File: config.mk
export PLATFORM = sky130hd
export DESIGN_NAME = pipeline_stall_ctrl_flat
export DESIGN_NICKNAME = d
export VERILOG_FILES = /design/src/rtl/pipeline_stall_ctrl_pkg.sv /design/src/rtl/pipeline_stall_ctrl_if.sv /design/src/rtl/pipeline_stall_ctrl_sat_counter.sv /design/src/rtl/pipeline_stall_ctrl.sv /design/src/flat_wrapper.sv
export SDC_FILE = /design/constraint.sdc
export NUM_CORES = 1
export LEC_CHECK = 0
export CELL_PAD_IN_SITES_DETAIL_PLACEMENT = 1
export CELL_PAD_IN_SITES_GLOBAL_PLACEMENT = 2
export CORE_ASPECT_RATIO = 1.25
export CORE_UTILIZATION = 24
export DETAILED_ROUTE_END_ITERATION = 8
export PLACE_DENSITY_LB_ADDON = 0.12
export SLEW_MARGIN = 0
export SYNTH_ARGS = -nofsm -noshare
export SYNTH_HDL_FRONTEND = slang
export SYNTH_SLANG_ARGS = --single-unit
File: constraint.sdc
create_clock -name clk -period 2.4 [get_ports clk]
set_clock_uncertainty 0.2 [all_clocks]
set_input_delay 0.48 -clock clk [delete_from_list [all_inputs] [get_ports clk]]
set_output_delay 0.48 -clock clk [all_outputs]
set_load 0.01 [all_outputs]
File: src/rtl/pipeline_stall_ctrl_pkg.sv
// Shared pipeline control types: MEM-wait FSM states, the x0 register index,
// and the per-stage enable/flush bundle consumed by the stage registers.
package pipe_pkg;

    typedef enum logic {
        ST_RUN  = 1'b0,
        ST_WAIT = 1'b1
    } state_e;

    localparam logic [4:0] REG_X0 = 5'd0;

    typedef struct packed {
        logic pcEn;
        logic ifIdEn;
        logic ifIdFlush;
        logic idExEn;
        logic idExFlush;
        logic exMemEn;
        logic memWbFlush;
    } stage_ctrl_t;

    localparam stage_ctrl_t CTRL_RUN      = '{1'b1, 1'b1, 1'b0, 1'b1, 1'b0, 1'b1, 1'b0};
    localparam stage_ctrl_t CTRL_FREEZE   = '{1'b0, 1'b0, 1'b0, 1'b0, 1'b0, 1'b0, 1'b1};
    localparam stage_ctrl_t CTRL_REDIRECT = '{1'b1, 1'b1, 1'b1, 1'b1, 1'b1, 1'b1, 1'b0};
    localparam stage_ctrl_t CTRL_LOADUSE  = '{1'b0, 1'b0, 1'b0, 1'b1, 1'b1, 1'b1, 1'b0};

    // A load into x0 never produces a value, so it can never cause a stall.
    function automatic logic loadUseHazard(
        input logic       memRead,
        input logic [4:0] rdAddr,
        input logic [4:0] rs1Addr,
        input logic [4:0] rs2Addr,
        input logic       useRs1,
        input logic       useRs2
    );
        return memRead && (rdAddr != REG_X0) &&
               ((useRs1 && (rs1Addr == rdAddr)) || (useRs2 && (rs2Addr == rdAddr)));
    endfunction

endpackage

File: src/rtl/pipeline_stall_ctrl_if.sv
// Hazard inputs and stage-control outputs of the stall/flush scheduler.
// The master side drives the hazard sources; the controller is the slave.
interface pipeline_stall_ctrl_if #(
    parameter int CNT_W = 16
);
    logic             EX_memRead;
    logic [4:0]       EX_rd_addr;
    logic [4:0]       ID_rs1_addr;
    logic [4:0]       ID_rs2_addr;
    logic             ID_use_rs1;
    logic             ID_use_rs2;
    logic             EX_redirect;
    logic             MEM_req;
    logic             MEM_ack;

    logic             PC_en;
    logic             IF_ID_en;
    logic             IF_ID_flush;
    logic             ID_EX_en;
    logic             ID_EX_flush;
    logic             EX_MEM_en;
    logic             MEM_WB_flush;
    logic             mem_wait;
    logic             timeout_err;
    logic [CNT_W-1:0] stall_cnt;
    logic [CNT_W-1:0] flush_cnt;

    modport master (
        output EX_memRead, EX_rd_addr, ID_rs1_addr, ID_rs2_addr, ID_use_rs1, ID_use_rs2,
               EX_redirect, MEM_req, MEM_ack,
        input  PC_en, IF_ID_en, IF_ID_flush, ID_EX_en, ID_EX_flush, EX_MEM_en, MEM_WB_flush,
               mem_wait, timeout_err, stall_cnt, flush_cnt
    );

    modport slave (
        input  EX_memRead, EX_rd_addr, ID_rs1_addr, ID_rs2_addr, ID_use_rs1, ID_use_rs2,
               EX_redirect, MEM_req, MEM_ack,
        output PC_en, IF_ID_en, IF_ID_flush, ID_EX_en, ID_EX_flush, EX_MEM_en, MEM_WB_flush,
               mem_wait, timeout_err, stall_cnt, flush_cnt
    );

endinterface

File: src/rtl/pipeline_stall_ctrl_sat_counter.sv
// Event counter that sticks at all-ones instead of wrapping.
module sat_counter #(
    parameter int CNT_W = 16
) (
    input  logic             clk,
    input  logic             rst,
    input  logic             inc_i,
    output logic [CNT_W-1:0] count_o
);

    logic [CNT_W-1:0] count_q, count_d;

    always_comb begin
        count_d = count_q;
        if (inc_i && (count_q != '1)) begin
            count_d = count_q + 1'b1;
        end
    end

    always_ff @(posedge clk) begin
        if (rst) begin
            count_q <= '0;
        end else begin
            count_q <= count_d;
        end
    end

    assign count_o = count_q;

endmodule

File: src/rtl/pipeline_stall_ctrl.sv
// Stall/flush scheduler for the 5-stage pipeline: MEM-wait freeze with timeout,
// EX redirect flush and load-use bubble, plus saturating event counters.
module pipeline_stall_ctrl
    import pipe_pkg::*;
#(
    parameter int TIMEOUT = 16,
    parameter int CNT_W   = 16
) (
    input  logic                 clk,
    input  logic                 rst,
    pipeline_stall_ctrl_if.slave bus
);

    localparam int WCNT_W = $clog2(TIMEOUT + 1);

    state_e            state_q;
    logic [WCNT_W-1:0] wcnt_q;
    logic              timeoutErr_q;

    logic        loadUse;
    logic        tmo;
    logic        frz;
    logic        stallInc;
    logic        flushInc;
    stage_ctrl_t ctrl;

    assign loadUse = loadUseHazard(bus.EX_memRead, bus.EX_rd_addr, bus.ID_rs1_addr,
                                   bus.ID_rs2_addr, bus.ID_use_rs1, bus.ID_use_rs2);
    assign tmo     = (state_q == ST_WAIT) && (wcnt_q == WCNT_W'(TIMEOUT - 1));
    assign frz     = bus.MEM_req && !bus.MEM_ack && !tmo;

    // Any cycle that is not frozen returns to RUN, so a timeout releases exactly like an ack.
    always_ff @(posedge clk) begin
        if (rst) begin
            state_q      <= ST_RUN;
            wcnt_q       <= '0;
            timeoutErr_q <= 1'b0;
        end else begin
            if (frz) begin
                state_q <= ST_WAIT;
                wcnt_q  <= (state_q == ST_RUN) ? WCNT_W'(1) : wcnt_q + 1'b1;
            end else begin
                state_q <= ST_RUN;
                wcnt_q  <= '0;
            end
            if (tmo && bus.MEM_req && !bus.MEM_ack) begin
                timeoutErr_q <= 1'b1;
            end
        end
    end

    always_comb begin
        ctrl     = CTRL_RUN;
        stallInc = 1'b0;
        flushInc = 1'b0;
        if (!rst) begin
            if (frz) begin
                ctrl = CTRL_FREEZE;
            end else if (bus.EX_redirect) begin
                ctrl     = CTRL_REDIRECT;
                flushInc = 1'b1;
            end else if (loadUse) begin
                ctrl     = CTRL_LOADUSE;
                stallInc = 1'b1;
            end
        end
    end

    assign bus.PC_en        = ctrl.pcEn;
    assign bus.IF_ID_en     = ctrl.ifIdEn;
    assign bus.IF_ID_flush  = ctrl.ifIdFlush;
    assign bus.ID_EX_en     = ctrl.idExEn;
    assign bus.ID_EX_flush  = ctrl.idExFlush;
    assign bus.EX_MEM_en    = ctrl.exMemEn;
    assign bus.MEM_WB_flush = ctrl.memWbFlush;
    assign bus.mem_wait     = (state_q == ST_WAIT);
    assign bus.timeout_err  = timeoutErr_q;

    sat_counter #(.CNT_W(CNT_W)) u_stallCnt (
        .clk     (clk),
        .rst     (rst),
        .inc_i   (stallInc),
        .count_o (bus.stall_cnt)
    );

    sat_counter #(.CNT_W(CNT_W)) u_flushCnt (
        .clk     (clk),
        .rst     (rst),
        .inc_i   (flushInc),
        .count_o (bus.flush_cnt)
    );

endmodule

File: src/flat_wrapper.sv
// flat-port wrapper written by rule: the top's interface ports become plain ports
module pipeline_stall_ctrl_flat import pipe_pkg::*;
#(
    parameter int TIMEOUT = 16,
    parameter int CNT_W   = 16
)
  (clk, rst, bus_EX_memRead, bus_EX_rd_addr, bus_ID_rs1_addr, bus_ID_rs2_addr, bus_ID_use_rs1, bus_ID_use_rs2, bus_EX_redirect, bus_MEM_req, bus_MEM_ack, bus_PC_en, bus_IF_ID_en, bus_IF_ID_flush, bus_ID_EX_en, bus_ID_EX_flush, bus_EX_MEM_en, bus_MEM_WB_flush, bus_mem_wait, bus_timeout_err, bus_stall_cnt, bus_flush_cnt);
  pipeline_stall_ctrl_if #(.CNT_W(CNT_W)) bus_i ();
  input  logic clk;
  input  logic rst;
  input wire logic [$bits(bus_i.EX_memRead)-1:0] bus_EX_memRead;
  input wire logic [$bits(bus_i.EX_rd_addr)-1:0] bus_EX_rd_addr;
  input wire logic [$bits(bus_i.ID_rs1_addr)-1:0] bus_ID_rs1_addr;
  input wire logic [$bits(bus_i.ID_rs2_addr)-1:0] bus_ID_rs2_addr;
  input wire logic [$bits(bus_i.ID_use_rs1)-1:0] bus_ID_use_rs1;
  input wire logic [$bits(bus_i.ID_use_rs2)-1:0] bus_ID_use_rs2;
  input wire logic [$bits(bus_i.EX_redirect)-1:0] bus_EX_redirect;
  input wire logic [$bits(bus_i.MEM_req)-1:0] bus_MEM_req;
  input wire logic [$bits(bus_i.MEM_ack)-1:0] bus_MEM_ack;
  output wire logic [$bits(bus_i.PC_en)-1:0] bus_PC_en;
  output wire logic [$bits(bus_i.IF_ID_en)-1:0] bus_IF_ID_en;
  output wire logic [$bits(bus_i.IF_ID_flush)-1:0] bus_IF_ID_flush;
  output wire logic [$bits(bus_i.ID_EX_en)-1:0] bus_ID_EX_en;
  output wire logic [$bits(bus_i.ID_EX_flush)-1:0] bus_ID_EX_flush;
  output wire logic [$bits(bus_i.EX_MEM_en)-1:0] bus_EX_MEM_en;
  output wire logic [$bits(bus_i.MEM_WB_flush)-1:0] bus_MEM_WB_flush;
  output wire logic [$bits(bus_i.mem_wait)-1:0] bus_mem_wait;
  output wire logic [$bits(bus_i.timeout_err)-1:0] bus_timeout_err;
  output wire logic [$bits(bus_i.stall_cnt)-1:0] bus_stall_cnt;
  output wire logic [$bits(bus_i.flush_cnt)-1:0] bus_flush_cnt;
  assign bus_i.EX_memRead = bus_EX_memRead;
  assign bus_i.EX_rd_addr = bus_EX_rd_addr;
  assign bus_i.ID_rs1_addr = bus_ID_rs1_addr;
  assign bus_i.ID_rs2_addr = bus_ID_rs2_addr;
  assign bus_i.ID_use_rs1 = bus_ID_use_rs1;
  assign bus_i.ID_use_rs2 = bus_ID_use_rs2;
  assign bus_i.EX_redirect = bus_EX_redirect;
  assign bus_i.MEM_req = bus_MEM_req;
  assign bus_i.MEM_ack = bus_MEM_ack;
  assign bus_PC_en = bus_i.PC_en;
  assign bus_IF_ID_en = bus_i.IF_ID_en;
  assign bus_IF_ID_flush = bus_i.IF_ID_flush;
  assign bus_ID_EX_en = bus_i.ID_EX_en;
  assign bus_ID_EX_flush = bus_i.ID_EX_flush;
  assign bus_EX_MEM_en = bus_i.EX_MEM_en;
  assign bus_MEM_WB_flush = bus_i.MEM_WB_flush;
  assign bus_mem_wait = bus_i.mem_wait;
  assign bus_timeout_err = bus_i.timeout_err;
  assign bus_stall_cnt = bus_i.stall_cnt;
  assign bus_flush_cnt = bus_i.flush_cnt;
  pipeline_stall_ctrl #(.TIMEOUT(TIMEOUT), .CNT_W(CNT_W)) u_core (.clk(clk), .rst(rst), .bus(bus_i));
endmodule
==> results of run 1 <==
-- through the flow --
step	cells	hold WS [ns]
after floorplan	231	0.2379
after global placement	420	0.2673
after detailed placement	420	0.2671
after CTS	435	0.2844
after global routing	443	0.3296
final	443	0.2841
-- timing repair --
action                     4_1_cts  5_1_grt
pin swaps                       19       16
resized for setup               66       39
buffers inserted                 9        8
setup endpoints to repair       30       15
-- sequential cells by signal (all words and copies together), names as in the netlist --
| register | flops |
|---|---|
| u_core.u_flushCnt.count_o | 16 |
| u_core.u_stallCnt.count_o | 16 |
| u_core.wcnt_q | 5 |
| u_core.bus.mem_wait | 1 |
| u_core.bus.timeout_err | 1 |
-- Yosys cell counts (all sizes together), types with 4 or more instances --
| master | instances | area share (%) |
|---|---|---|
| nand4 | 10 | 3.4 |
| inv | 7 | 1.3 |
| dfxtp | 39 | 39 |
| a21oi | 7 | 1.9 |
| nor2 | 35 | 6.5 |
| xnor2 | 16 | 6.9 |
| and3 | 11 | 3.4 |
| clkbuf | 4 | 0.74 |
| nand2 | 14 | 3.1 |
| buf | 4 | 1.9 |
| nand3 | 20 | 4.9 |
| or4 | 5 | 1.9 |
| ha | 4 | 2.5 |
| o31ai | 4 | 1.5 |
| nor3 | 5 | 1.8 |
| xor2 | 17 | 7.4 |
-- cells by family (layout without fill, tap and decap cells) --
logic type      Yosys count  after routing  synth area share (%)
flops                    39             39                 38.59
xor+xnor                 33             33                 14.29
compound gates           26             26                 10.95
buf+inv                  16            131                 4.081
simple gates            111            111                 28.63
fa+ha+maj                 4              4                 2.474
mux                       2              2                0.9895
-- routing by layer --
metal | vias up | share of wire (%)
met3 | 6 | 4.6
met1 | 982 | 42
met2 | 47 | 52
li1 | 1042 | -
met4 | 0 | 1.4
met5 | - | 0
-- final cells by class --
class                   count  area (um^2)
flip-flops and latches     39        783.3
multi-input cells         176         1379
clock buffers               5        68.82
well taps                  97        121.4
repair buffers            117         1056
clock inverters             1        7.507
inverters                   8        33.78
fillers                   962         4745
-- power breakdown --
| part | internal (mW) | leakage, nW | total, mW | switching, mW |
|---|---|---|---|---|
| Clock | 0.193 | 0.0361 | 0.430 | 0.237 |
| Sequential | 0.650 | 0.315 | 0.652 | 0.00238 |
| Combinational | 0.0956 | 0.984 | 0.178 | 0.0824 |
-- cells in the final DEF (no fill, tap or decap), types with 5 or more instances in the layout --
cell type,count
buf_4,44
nand4_1,9
inv_1,5
clkbuf_8,5
nand2_1,12
dfxtp_1,37
buf_2,5
xor2_1,17
buf_6,11
dlygate4sd2_1,12
xnor2_1,14
nand3_1,20
and3_1,10
clkdlybuf4s50_1,41
nor2_1,34
-- worst reg2reg max path: stages, from the launching register on --
cell and delay, ns:
dfxtp_2 0.36, ha_4 0.13, and3_4 0.18, ha_4 0.11, and2_4 0.17, buf_12 0.11
o211ai_4 0.09, nor3_4 0.23, nand2_4 0.10, buf_4 0.14, or4_4 0.47, a21oi_2 0.12
-- final timing paths --
kind / startpoint / to / cells past startpoint
worst max-delay path: u_core.wcnt_q[0]$_SDFF_PN0_ / bus_PC_en / 9
worst min-delay path: u_core.bus.timeout_err$_SDFFE_PP0P_ / u_core.bus.timeout_err$_SDFFE_PP0P_ / 2
worst max register to register: u_core.wcnt_q[0]$_SDFF_PN0_ / u_core.u_stallCnt.count_o[9]$_SDFFE_PP0P_ / 11
worst min register to register: u_core.bus.timeout_err$_SDFFE_PP0P_ / u_core.bus.timeout_err$_SDFFE_PP0P_ / 2
==> out/results.tsv, run 1 <==
stage	metric	value	unit
run_status	run status	complete, but fails checks	
run_status	failing checks	design-rule violations, negative setup slack	
floorplan	die extent in y	104.7	um
clocking	clock input transition at the sequential cells of the worst setup and hold paths	0.08	ns
sta	Tightest Pin Transition	0.5769	ns
clocking	CTS root buf	clkbuf_8	
critical_path	delay-heaviest family, CP	simple AND/OR/NAND/NOR gates	
detailed_routing	Final ANT Viol Nets	0	
floorplan	total die area	8803	um^2
global_routing	GRT busiest layer	met2	
clocking	CTS tree	yes	
pwr	worst ir drop on vdd	175.0	uV
pwr	Final Power	1.261	mW
detailed_routing	DRT iter0 DRCs	37	
sta	Final Max Tran Viols	0	
synthesis	synthesized instance count	231	
finish	final instance area	3450	um^2
placed_design	post-place setup slack	-0.8145	ns
global_routing	M1 GR Usage	15.72	%
clocking	CTS Buf Count	5	
critical_path	WP data required	1.72	ns
sta	fmax	400.9	MHz
detailed_routing	drt pass-1 iters	6	
pwr	P per Cell Area	365.4	nW/um^2
placed_design	IO Port Bufs	63	
synthesis	Cell Area, Synth	2023	um^2
placed_design	dpl cell area	3047	um^2
pwr	Lkg Pwr	1.336	nW
finish	area grow syn2layout	70.50	%
global_routing	met3 Resource Use GR	3.239	%
floorplan	row cnt	37	
synthesis	number of enable flip-flop cells after synthesis	0	
finish	ant diodes	0	
synthesis	library cells used by synthesis	45	
global_routing	vias in the first global route	2141	
detailed_routing	total routed wirelength	6315	um
placed_design	GPL Wtd Cong	0.7041	
floorplan	core area	8194	um^2
global_routing	largest net degree at the start of global routing	21	
sta	final hold vios	0	
global_routing	first-pass GRT wire length	10080	um
sta	final setup margin	-0.09416	ns
synthesis	synthesized netlist net count	258	
critical_path	Worst Path Arrival	1.81	ns
global_routing	GRT Overall Usage	14.50	%
critical_path	startpoint types	flip-flop	
critical_path	Worst path slowest cell	dfxtp_2	
clocking	Worst-Skew Late Latency	0.29	ns
synthesis	register area share after synthesis	38.59	%
hold_path	hold crit path type	flip-flop to flip-flop	
detailed_routing	routed vias/inst	4.688	
flow_run	Max Cap Viol	0	
critical_path	crit path cell chain	ha_4 > and3_4 > ha_4 > and2_4 > nor3_4 > buf_6 > buf_6 > a31oi_4 > buf_2	
critical_path	critical path's largest stage delay	0.36	ns
detailed_routing	number of remaining DRC errors	19	
global_routing	met2 usage	27.22	%
synthesis	Top FF cell, synth	dfxtp_1	
floorplan	Starting Density	24.69	%
sta	RSZ-0062 raised after global routing	true	
placed_design	DP HPWL	4527	um
critical_path	critical path class	flip-flop to output port	
synthesis	asr flop ratio synth	0	%
sta	Final Setup Violations	7	
clocking	H-Tree Depth	2	
synthesis	synthesized area per cell	8.758	um^2
global_routing	grt total ovfl	0	
clocking	Longest Clk Path Bufs	2	
detailed_routing	Vias	2077	
sta	Final min period	2.494	ns
sta	period utilisation layout	103.9	%
global_routing	initial antenna violation count	0	
sta	worst slew margin relative to its limit	61.45	%
critical_path	crit-path max FO	4	
finish	Final Util	42.10	%
floorplan	io pins	64	
clocking	CTS sink count	39	
sta	Setup TNS	-0.4874	ns
floorplan	Die Span X	84.12	um
synthesis	Synth Register Bits	39	
synthesis	Ys Warns	0	
finish	final net count	374	
clocking	hold-fix buffers at CTS	0	
critical_path	crit path buf inv count	3	
critical_path	Crit. End Element	output port	
finish	layout cells sized above 1	32.08	%
critical_path	reg2reg setup slack	-0.08	ns
detailed_routing	Routed WL per cell	14.26	um
(Power assumes the default switching activity.)
==> run 2: changes to the inputs <==
Settings changed: CELL_PAD_IN_SITES_DETAIL_PLACEMENT 1 to unset, CELL_PAD_IN_SITES_GLOBAL_PLACEMENT 2 to unset, CORE_UTILIZATION 24 to 42.
==> out/results.tsv, run 2 (synthesis gave the netlist of run 1 again) <==
stage	metric	value	unit
run_status	run status	complete, but fails checks	
run_status	failing checks	negative setup slack	
detailed_routing	total routed wirelength	5259	um
sta	Final Max Tran Viols	0	
clocking	H-Tree Depth	2	
floorplan	Die Span X	64.08	um
floorplan	total die area	5101	um^2
placed_design	GPL Wtd Cong	0.7987	
flow_run	Max Cap Viol	0	
finish	final net count	363	
global_routing	first-pass GRT wire length	8556	um
finish	area of the multi-input gates	1410	um^2
finish	filler cell count	379	
placed_design	Placed Cells	372	
detailed_routing	number of remaining DRC errors	0	
global_routing	met3 Resource Use GR	5.143	%
placed_design	IO Port Bufs	63	
hold_path	hold crit path type	flip-flop to flip-flop	
detailed_routing	Vias	2029	
critical_path	WP data required	1.72	ns
finish	commonest non-fill, non-tap cells in the layout	clkdlybuf4s50_1, dfxtp_1, buf_4, nor2_1, nand3_1	
placed_design	DP HPWL	3557	um
detailed_routing	Final ANT Viol Nets	0	
floorplan	die extent in y	79.60	um
sta	period utilisation layout	104.1	%
pwr	P per Cell Area	376.6	nW/um^2
sta	Final Setup Violations	8	
floorplan	Starting Density	44.69	%
detailed_routing	DRT iter0 DRCs	62	
pwr	Lkg Pwr	1.295	nW
clocking	CTS tree	yes	
critical_path	crit-path max FO	3	
clocking	CTS sink count	39	
finish	layout cells sized above 1	29.38	%
sta	Final min period	2.499	ns
global_routing	vias in the first global route	1962	
sta	fmax	400.1	MHz
detailed_routing	Routed WL per cell	13.31	um
finish	register area	783.3	um^2
detailed_routing	routed vias/inst	5.137	
sta	Tightest Pin Transition	0.7207	ns
clocking	clock input transition at the sequential cells of the worst setup and hold paths	0.07	ns
hold_path	hold path cells	2	
clocking	CTS root buf	clkbuf_8	
critical_path	worst-case reg-to-reg path depth	10	
sta	worst slew margin relative to its limit	51.51	%
critical_path	Worst path slowest cell	dfxtp_2	
global_routing	GRT Overall Usage	21.50	%
sta	RSZ-0062 raised after global routing	true	
sta	final setup margin	-0.09916	ns
critical_path	crit path cell chain	ha_4 > and3_4 > ha_4 > and2_4 > nor3_4 > buf_6 > buf_6 > a31oi_4 > buf_2	
pwr	worst ir drop on vdd	237.1	uV
critical_path	critical path class	flip-flop to output port	
global_routing	M1 GR Usage	23.53	%
placed_design	dpl cell area	2905	um^2
floorplan	io pins	64	
critical_path	Worst Path Arrival	1.82	ns
clocking	Longest Clk Path Bufs	2	
global_routing	GRT busiest layer	met2	
finish	ant diodes	0	
detailed_routing	drt pass-1 iters	4	
finish	non-filler instance count after layout	395	
global_routing	initial antenna violation count	0	
critical_path	Crit. End Element	output port	
floorplan	core area	4527	um^2
finish	final instance area	3307	um^2
finish	leading cell type in the layout, fill and taps excluded	clkdlybuf4s50_1	
global_routing	grt total ovfl	0	
clocking	Worst-Skew Late Latency	0.29	ns
clocking	CTS Buf Count	5	
critical_path	startpoint types	flip-flop	
critical_path	critical path's largest stage delay	0.36	ns
floorplan	row cnt	27	
finish	area grow syn2layout	63.45	%
global_routing	met2 usage	39.26	%
sta	final hold vios	0	
global_routing	largest net degree at the start of global routing	24	
pwr	Final Power	1.246	mW
run 2: cell count changes in the layout (fill, tap and decap cells not counted), moves of 2 or more:
cell	change
buf_4	-9
buf_6	-4
buf_2	+2
clkbuf_1	+2
inv_1	+2
nand3_1	-2
nand3_2	+2
run 2: path summary, 6_finish.rpt:
path,endpoint,from,slack [ns]
worst max-delay path,bus_IF_ID_en,u_core.wcnt_q[0]$_SDFF_PN0_,-0.1
worst min-delay path,u_core.bus.timeout_err$_SDFFE_PP0P_,u_core.bus.timeout_err$_SDFFE_PP0P_,0.30
worst max register to register,u_core.u_stallCnt.count_o[9]$_SDFFE_PP0P_,u_core.wcnt_q[0]$_SDFF_PN0_,-0.06
worst min register to register,u_core.bus.timeout_err$_SDFFE_PP0P_,u_core.bus.timeout_err$_SDFFE_PP0P_,0.30
run 2: repair_timing:
action / 4_1_cts / 5_1_grt
resized for setup: 67 / 30
setup endpoints to repair: 19 / 33
setup buffers: 11 / 7
hold buffers: 0 / 0
gates cloned: 1 / 0
pin swaps: 24 / 19
run 2: cell type report:
cell class              count  area share (%)
clock buffers               7           2.308
clock inverters             1          0.1513
inverters                   8          0.9081
multi-input cells         177           42.64
flip-flops and latches     39           23.69
well taps                  58           2.194
repair buffers            105           28.11
run 2: stage by stage:
stage | TNS [ns] | setup slack [ns] | utilization, % | hold slack (ns)
5_1_grt | -1.431 | -0.1674 | 73.05 | 0.3390
4_1_cts | -0.3471 | -0.08503 | 69.32 | 0.2842
3_5_place_dp | -9.578 | -0.8089 | 64.18 | 0.2658
6_report | -0.4085 | -0.09916 | 73.05 | 0.2956
2_1_floorplan | 0 | 0.005754 | - | 0.2379
3_3_place_gp | -8.661 | -0.7544 | 64.18 | 0.2506
run 2: per-layer routing:
| layer | part of all wire [%] | wire [um] |
|---|---|---|
| met3 | 3.6 | 188 |
| met4 | 1.7 | 88 |
| met2 | 54 | 2837 |
| met1 | 41 | 2144 |
| met5 | 0 | 0 |
run 2: report_power, final:
part / total, mW / leakage [nW] / switching [mW] / internal (mW)
sequential: 0.652 / 0.315 / 0.00220 / 0.650
clock: 0.423 / 0.0422 / 0.219 / 0.204
combinational: 0.170 / 0.938 / 0.0801 / 0.0898
total: 1.25 / 1.30 / 0.302 / 0.944
run 2: worst max-delay path: cells and delay by family (launching register included):
family,cells,cell delay (ns)
AO/OA/AOI/OAI,1,0.14
adder cells (fa/ha/maj),2,0.25
buffers and inverters,3,0.38
flip-flops,1,0.36
AND/OR/NAND/NOR,3,0.39
==> run 3: changes to the inputs <==
Settings changed: CORE_MARGIN set to 2.
==> out/results.tsv, run 3 (synthesis gave the netlist of run 1 again) <==
stage	metric	value	unit
clocking	CTS tree	yes	
detailed_routing	wire length on met2	2801	um
pwr	Lkg Pwr	1.227	nW
detailed_routing	total routed wirelength	5144	um
detailed_routing	Routed WL per cell	13.26	um
clocking	clock input transition at the sequential cells of the worst setup and hold paths	0.07	ns
sta	final hold vios	0	
detailed_routing	met3 routed WL	201	um
clocking	CTS Buf Count	5	
detailed_routing	drt pass-1 iters	4	
flow_run	Max Cap Viol	0	
finish	layout cells sized above 1	27.44	%
critical_path	Worst Path Arrival	1.80	ns
clocking	Worst-Skew Late Latency	0.28	ns
sta	Setup TNS	-0.3251	ns
placed_design	GPL Wtd Cong	0.8398	
global_routing	first-pass GRT wire length	7852	um
sta	final setup margin	-0.08267	ns
floorplan	Starting Density	43.10	%
floorplan	Die Span X	66.08	um
critical_path	Crit. End Element	output port	
floorplan	core area	4695	um^2
sta	period utilisation layout	103.4	%
clocking	CTS root buf	clkbuf_8	
critical_path	critical path class	flip-flop to output port	
sta	Final Max Tran Viols	0	
critical_path	delay-heaviest family, CP	simple AND/OR/NAND/NOR gates	
detailed_routing	DRT met1 WL	2066	um
critical_path	crit path buf inv count	3	
sta	Final Setup Violations	6	
placed_design	IO Port Bufs	63	
placed_design	DP HPWL	3773	um
global_routing	largest net degree at the start of global routing	25	
detailed_routing	DR top layer	met4	
floorplan	io pins	64	
run_status	run status	complete, but fails checks	
critical_path	CP startpoint	u_core.wcnt_q[0]$_SDFF_PN0_	
finish	commonest non-fill, non-tap cells in the layout	clkdlybuf4s50_1, dfxtp_1, nor2_1, buf_4	
placed_design	dpl cell area	2893	um^2
hold_path	hold crit path type	flip-flop to flip-flop	
floorplan	die extent in y	81.60	um
critical_path	Worst path slowest cell	dfxtp_4	
global_routing	grt total ovfl	0	
finish	area grow syn2layout	59.43	%
critical_path	r2r startpoint	u_core.wcnt_q[0]$_SDFF_PN0_	
detailed_routing	routed vias/inst	5.155	
pwr	P per Cell Area	378.7	nW/um^2
global_routing	GRT Overall Usage	18.58	%
sta	fmax	402.8	MHz
critical_path	crit path cell chain	ha_4 > and3_4 > ha_4 > and2_4 > nor3_4 > buf_6 > buf_6 > a31oi_4 > buf_6	
clocking	hold-fix buffers at CTS	0	
sta	Tightest Pin Transition	0.5577	ns
clocking	CTS sink count	39	
critical_path	startpoint types	flip-flop	
critical_path	WP data required	1.72	ns
sta	RSZ-0062 raised after global routing	true	
pwr	worst ir drop on vdd	347.6	uV
global_routing	vias in the first global route	1904	
global_routing	initial antenna violation count	0	
detailed_routing	Final ANT Viol Nets	0	
detailed_routing	Vias	2000	
floorplan	row cnt	28	
clocking	H-Tree Depth	2	
sta	worst slew margin relative to its limit	62.48	%
finish	ant diodes	0	
finish	filler cell count	421	
critical_path	most used cell, CP	buf_6	
finish	leading cell type in the layout, fill and taps excluded	clkdlybuf4s50_1	
critical_path	critical path's largest stage delay	0.36	ns
critical_path	crit-path max FO	3	
detailed_routing	DRT iter0 DRCs	53	
hold_path	Hold Startpoint	u_core.bus.timeout_err$_SDFFE_PP0P_	
finish	final net count	356	
clocking	Longest Clk Path Bufs	2	
floorplan	total die area	5392	um^2
detailed_routing	number of remaining DRC errors	0	
finish	final instance area	3226	um^2
run_status	failing checks	negative setup slack	
sta	Final min period	2.483	ns
run 3: final timing paths:
check	endpoint	slack (ns)	cells past startpoint
worst max register to register	u_core.u_stallCnt.count_o[7]$_SDFFE_PP0P_	-0.03	10
worst min register to register	u_core.bus.timeout_err$_SDFFE_PP0P_	0.28	2
worst min-delay path	u_core.bus.timeout_err$_SDFFE_PP0P_	0.28	2
worst max-delay path	bus_PC_en	-0.08	9
run 3: final cells by class:
| class | instances | area (um^2) | share of cell area (%) |
|---|---|---|---|
| well taps | 60 | 75.07 | 2.327 |
| clock buffers | 5 | 68.82 | 2.133 |
| multi-input cells | 177 | 1378 | 42.71 |
| flip-flops and latches | 39 | 785.8 | 24.36 |
| inverters | 8 | 30.03 | 0.9310 |
| repair buffers | 98 | 880.8 | 27.31 |
| clock inverters | 1 | 7.507 | 0.2327 |
run 3: worst reg2reg max path, stage by stage, from the launching register on:
cell and delay (ns):
dfxtp_4 0.36, ha_4 0.13, and3_4 0.18, ha_4 0.12, and2_4 0.16, buf_6 0.12
o211ai_4 0.08, nor3_4 0.29, nand2_2 0.12, or4_1 0.48, a21oi_1 0.13
run 3: layer usage:
metal	vias to the layer above	global-route usage (%)
met5	-	0
met4	0	6.327
met3	7	5.205
met2	37	34.00
met1	953	20.37
li1	1003	-
run 3: timing repair:
item	in CTS	in global routing
pin swaps	14	17
buffers inserted	7	2
setup endpoints to repair	28	19
cloned	0	1
gates resized for setup	63	28
run 3: where the power goes:
| part | leakage, nW | total [mW] | internal, mW | switching (mW) |
|---|---|---|---|---|
| clock network | 0.0361 | 0.403 | 0.193 | 0.210 |
| logic | 0.875 | 0.167 | 0.0895 | 0.0770 |
| registers | 0.316 | 0.652 | 0.649 | 0.00284 |
run 3: stage by stage:
step | hold WS [ns] | worst slack [ns] | std cells | utilization (%) | total power, mW
final | 0.2783 | -0.08267 | 388 | 68.71 | 1.222
after detailed placement | 0.2655 | -0.7750 | 372 | 61.62 | 0.8234
after global routing | 0.3167 | -0.1557 | 388 | 68.71 | 1.276
after floorplan | 0.2379 | 0.005754 | 231 | - | 0.7344
after CTS | 0.2829 | -0.06740 | 385 | 65.65 | 1.236
after global placement | 0.2580 | -0.7420 | 372 | 61.62 | 0.8215
